<file path="src/rtl/fast_decrement_timer.sv">
// Loadable one-shot countdown timer using a mask-and-XOR decrementer.
// Define FAST_DECREMENT_TIMER_CHECK_EN to add a sticky self-check (fail) of the decrementer.
module fast_decrement_timer #(
  parameter int unsigned W = 32
) (
  input  logic         clk,
  input  logic         rst_n,
  input  logic         start_vld,
  input  logic [W-1:0] start_cnt,
  output logic         start_rdy,
  input  logic         pause,
  input  logic         abort,
  output logic         busy,
  output logic [W-1:0] cnt,
  output logic         done,
  output logic         fail
);

  typedef enum logic [1:0] {
    IDLE = 2'd0,
    RUN  = 2'd1,
    DONE = 2'd2
  } state_t;

  state_t         state_q, state_d;
  logic [W-1:0]   cnt_q, cnt_d;
  logic [W-1:0]   dec_mask, dec_cnt;
  logic           zeros_below;
  logic           cnt_is_one;

  // Mask bit i is set while every bit below i is zero: covers the lowest 1 and all bits under it.
  always_comb begin
    zeros_below = 1'b1;
    dec_mask    = '0;
    for (int unsigned i = 0; i < W; i++) begin
      dec_mask[i] = zeros_below;
      zeros_below = zeros_below & ~cnt_q[i];
    end
  end

  assign dec_cnt    = cnt_q ^ dec_mask;
  assign cnt_is_one = (cnt_q == W'(1));

  always_ff @(posedge clk or negedge rst_n) begin
    if (!rst_n) begin
      state_q <= IDLE;
      cnt_q   <= '0;
    end else begin
      state_q <= state_d;
      cnt_q   <= cnt_d;
    end
  end

  always_comb begin
    state_d = state_q;
    cnt_d   = cnt_q;
    unique case (state_q)
      IDLE: begin
        if (start_vld) begin
          cnt_d   = start_cnt;
          state_d = (start_cnt == '0) ? DONE : RUN;
        end
      end
      RUN: begin
        if (abort) begin
          cnt_d   = '0;
          state_d = IDLE;
        end else if (!pause) begin
          cnt_d = dec_cnt;
          if (cnt_is_one) state_d = DONE;
        end
      end
      DONE: begin
        cnt_d   = '0;
        state_d = IDLE;
      end
      default: begin
        cnt_d   = '0;
        state_d = IDLE;
      end
    endcase
  end

  assign start_rdy = (state_q == IDLE);
  assign busy      = (state_q == RUN);
  assign done      = (state_q == DONE);
  assign cnt       = cnt_q;

`ifdef FAST_DECREMENT_TIMER_CHECK_EN
  logic         fail_q;
  logic         run_dec;
  logic [W-1:0] ref_cnt;

  assign run_dec = (state_q == RUN) && !abort && !pause;
  assign ref_cnt = cnt_q - W'(1);

  always_ff @(posedge clk or negedge rst_n) begin
    if (!rst_n) begin
      fail_q <= 1'b0;
    end else if (run_dec && (dec_cnt != ref_cnt)) begin
      fail_q <= 1'b1;
    end
  end

  assign fail = fail_q;
`else
  assign fail = 1'b0;
`endif

endmodule

</file>
<file path="config.mk">
export PLATFORM = sky130hd
export DESIGN_NAME = fast_decrement_timer
export DESIGN_NICKNAME = d
export VERILOG_FILES = /design/src/rtl/fast_decrement_timer.sv
export SDC_FILE = /design/constraint.sdc
export NUM_CORES = 1
export LEC_CHECK = 0
export BUFFER_PORTS_ARGS = -buffer_cell sky130_fd_sc_hd__buf_2
export CORE_MARGIN = 5
export CORE_UTILIZATION = 47
export CTS_CLUSTER_SIZE = 12
export DETAILED_ROUTE_END_ITERATION = 8
export GPL_ROUTABILITY_DRIVEN = 0
export PLACE_DENSITY = 0.77
export SLEW_MARGIN = 20
export SYNTH_ARGS = -nofsm -noshare
export SYNTH_HDL_FRONTEND = slang
export SYNTH_SLANG_ARGS = --single-unit
</file>
<file path="constraint.sdc">
create_clock -name clk -period 5.6 [get_ports clk]
set_input_delay 1.4 -clock clk [delete_from_list [all_inputs] [get_ports clk]]
set_output_delay 1.4 -clock clk [all_outputs]
set_load 0.05 [all_outputs]
</file>
==> impl_metrics.ini <==
[timing]
fmax_mhz = 180
post-route-min-period_ps = 5560
drv_slew = 0
setup_viol = 0
finalCritPeriodShare = 0.994
tns_ps = 0
fin_skew_ps = 5.00
worst_pin_slew_ps = 1020
rsz0062_at_grt = true
timing.final.hold_violations = 0
slew-limit-headroom = 0.317

[global_routing]
grt_pass1_wl_mm = 10.8
grt.total_usage = 0.216
gr-total-overflow = 0
grt_antenna_before_repair = 0
grt_max_degree = 41
grt_pass1_vias = 2182

[logic_synthesis]
syn-num-nets = 346
ys_ff_latch = 34
ys_warn_count = 0
synthTopCellsByArea = dfrtp_1 (36%), ha_1 (17%), o31ai_1 (9.9%)
synth_cell_type_count = 27
synthesis.instances = 278
synth_largest_area_cell = dfrtp_1
synth.top_cell.area_share = 0.363
yosysSeqAreaShare = 0.363
syn_avg_cell_area_um2 = 8.43
synthesis.area_mm2 = 0.00234

[clock_tree]
cts_inserted_buffers = 5
cts_buffer_depth = 2
clock-sinks = 34
cts_root_buffer = clkbuf_8
tritoncts = done
clk-insertion-delay-late_ps = 300
holdBufCountCts = 0
htreeDepth = 2
cts.clk_slew.worst_paths_ps = 80

[worst_setup_path]
cp_num_buf_inv = 1
startpoint_type = flip-flop
crit_path_frequent_cell = ha_4
endpoint_kind = flip-flop
path_class = reg -> reg
max_stage_delay_ps = 370
worst_path_max_delay_cell = dfrtp_2
arrival_ps = 5770
critPathTopFamily = adder cells
required_ps = 5800
reg2reg_slack_ps = 40
path_max_fanout = 2

[finish]
antenna_cells = 0
fillers = 395
final_cells = 414
area_growth_pct = 37.5
seq_area_um2 = 855
final_cell_mix = buf_2 (71), nor2_1 (33), nand2_1 (33)
layout_commonest_cell = buf_2
multi_input_area_mm2 = 0.00165
drive_gt1_frac = 0.360
fin_nets = 414

[drt]
wl_per_cell_um = 15.7
drtIter0Drc = 136
drc = 0
vias = 2240
ant_nets = 0
wirelength_mm = 6.50
drtPass1Iterations = 4
vias_per_cell = 5.41

[power]
vdd_drop_max_v = 0.000218
powerDensity_mw_per_mm2 = 364
power.leakage_nw = 1.41

[floorplanning]
fp.dieH_um = 80.6
die_width_um = 80.6
design.core.area_mm2 = 0.00479
rows = 25
dieArea_mm2 = 0.00650
io_pins = 73
start_util = 0.489

[run_status]
run_status = finished clean

[place]
dp_cells = 404
numPortBuffers = 71
place_hpwl_mm = 4.85

[hold_path]
hold_path_class = reg -> reg

[run]
drv_cap = 0
-- tightest hold or removal path, cell delays in order, from the launching register on --
cell and delay, ps:
dfrtp_1 390, nand2_1 60, o31ai_1 60
-- layout make-up --
class | instances | share of cell area
sequential | 34 | 0.265
multi-input combinational | 195 | 0.511
inverter | 32 | 0.0373
tap | 67 | 0.0260
timing repair buffer | 78 | 0.127
clock inverter | 3 | 0.0124
clock buffer | 5 | 0.0214
-- synthesized netlist by cell type, drive strengths merged --
cell and number:
nor4b 1, or3b 1, buf 8, nand4 4
o22ai 1, clkbuf 9, nor4 15, conb 1
a21oi 33, o31ai 31, a31o 1, nor2 34
nand2b 2, nand2 33, inv 32, nor3b 1
o311ai 1, nor3 1, nand3b 1, and2b 1
dfrtp 34, nor2b 1, or2 1, ha 31
-- timing repair --
action	in CTS	in global routing
setup endpoints to repair	2	3
pin swaps	7	5
hold endpoints to repair	0	0
resized for setup	2	1
setup buffers	2	0
-- sequential cells by signal (all words and copies together), names as in the netlist --
register	flops
cnt	32
state_q	2
-- cells by family (layout without fill, tap and decap cells) --
kind of cell	after synthesis	in the layout	share of synthesized area
and+or+nand+nor	96	96	0.188
other	1	1	0.00160
AOI/OAI and AO/OA	67	67	0.185
buffers and inverters	49	118	0.0967
DFF	34	34	0.363
adders and majority gates	31	31	0.166
-- path summary, 6_finish.rpt --
kind	start	cells after the start	to
max in group asynchronous	rst_n	1	cnt[0]$_DFFE_PN0P_
max	cnt[1]$_DFFE_PN0P_	33	cnt[31]$_DFFE_PN0P_
max reg2reg	cnt[1]$_DFFE_PN0P_	33	cnt[31]$_DFFE_PN0P_
min in group asynchronous	rst_n	1	cnt[27]$_DFFE_PN0P_
min reg2reg	cnt[20]$_DFFE_PN0P_	2	cnt[20]$_DFFE_PN0P_
min	cnt[20]$_DFFE_PN0P_	2	cnt[20]$_DFFE_PN0P_
-- metal layers --
layer	track usage	vias up	routed length, µm
met4	0.0574	0	82
met3	0.0426	9	425
met1	0.294	1053	2950
li1	-	1100	-
met2	0.349	78	3050
met5	0	-	0
-- per-stage QoR --
stage	hold WS (ps)	setup slack (ps)	utilization	area, µm²	total power (W)
2_1_floorplan	606	-78.0	-	2700	0.000793
3_3_place_gp	490	59.9	0.642	3070	0.000933
3_5_place_dp	509	-4.15	0.642	3070	0.000943
4_1_cts	541	9.27	0.672	3220	0.00118
5_1_grt	571	-88.5	0.673	3220	0.00125
6_report	540	35.3	0.673	3220	0.00117
-- report_power, final --
part           switching [W]  total (W)  leakage [nW]  internal (W)
clock               0.000101   0.000232        0.0579      0.000131
combinational       0.000400   0.000578         0.923      0.000177
sequential         0.0000611   0.000362         0.427      0.000301
(Power assumes the default switching activity.)
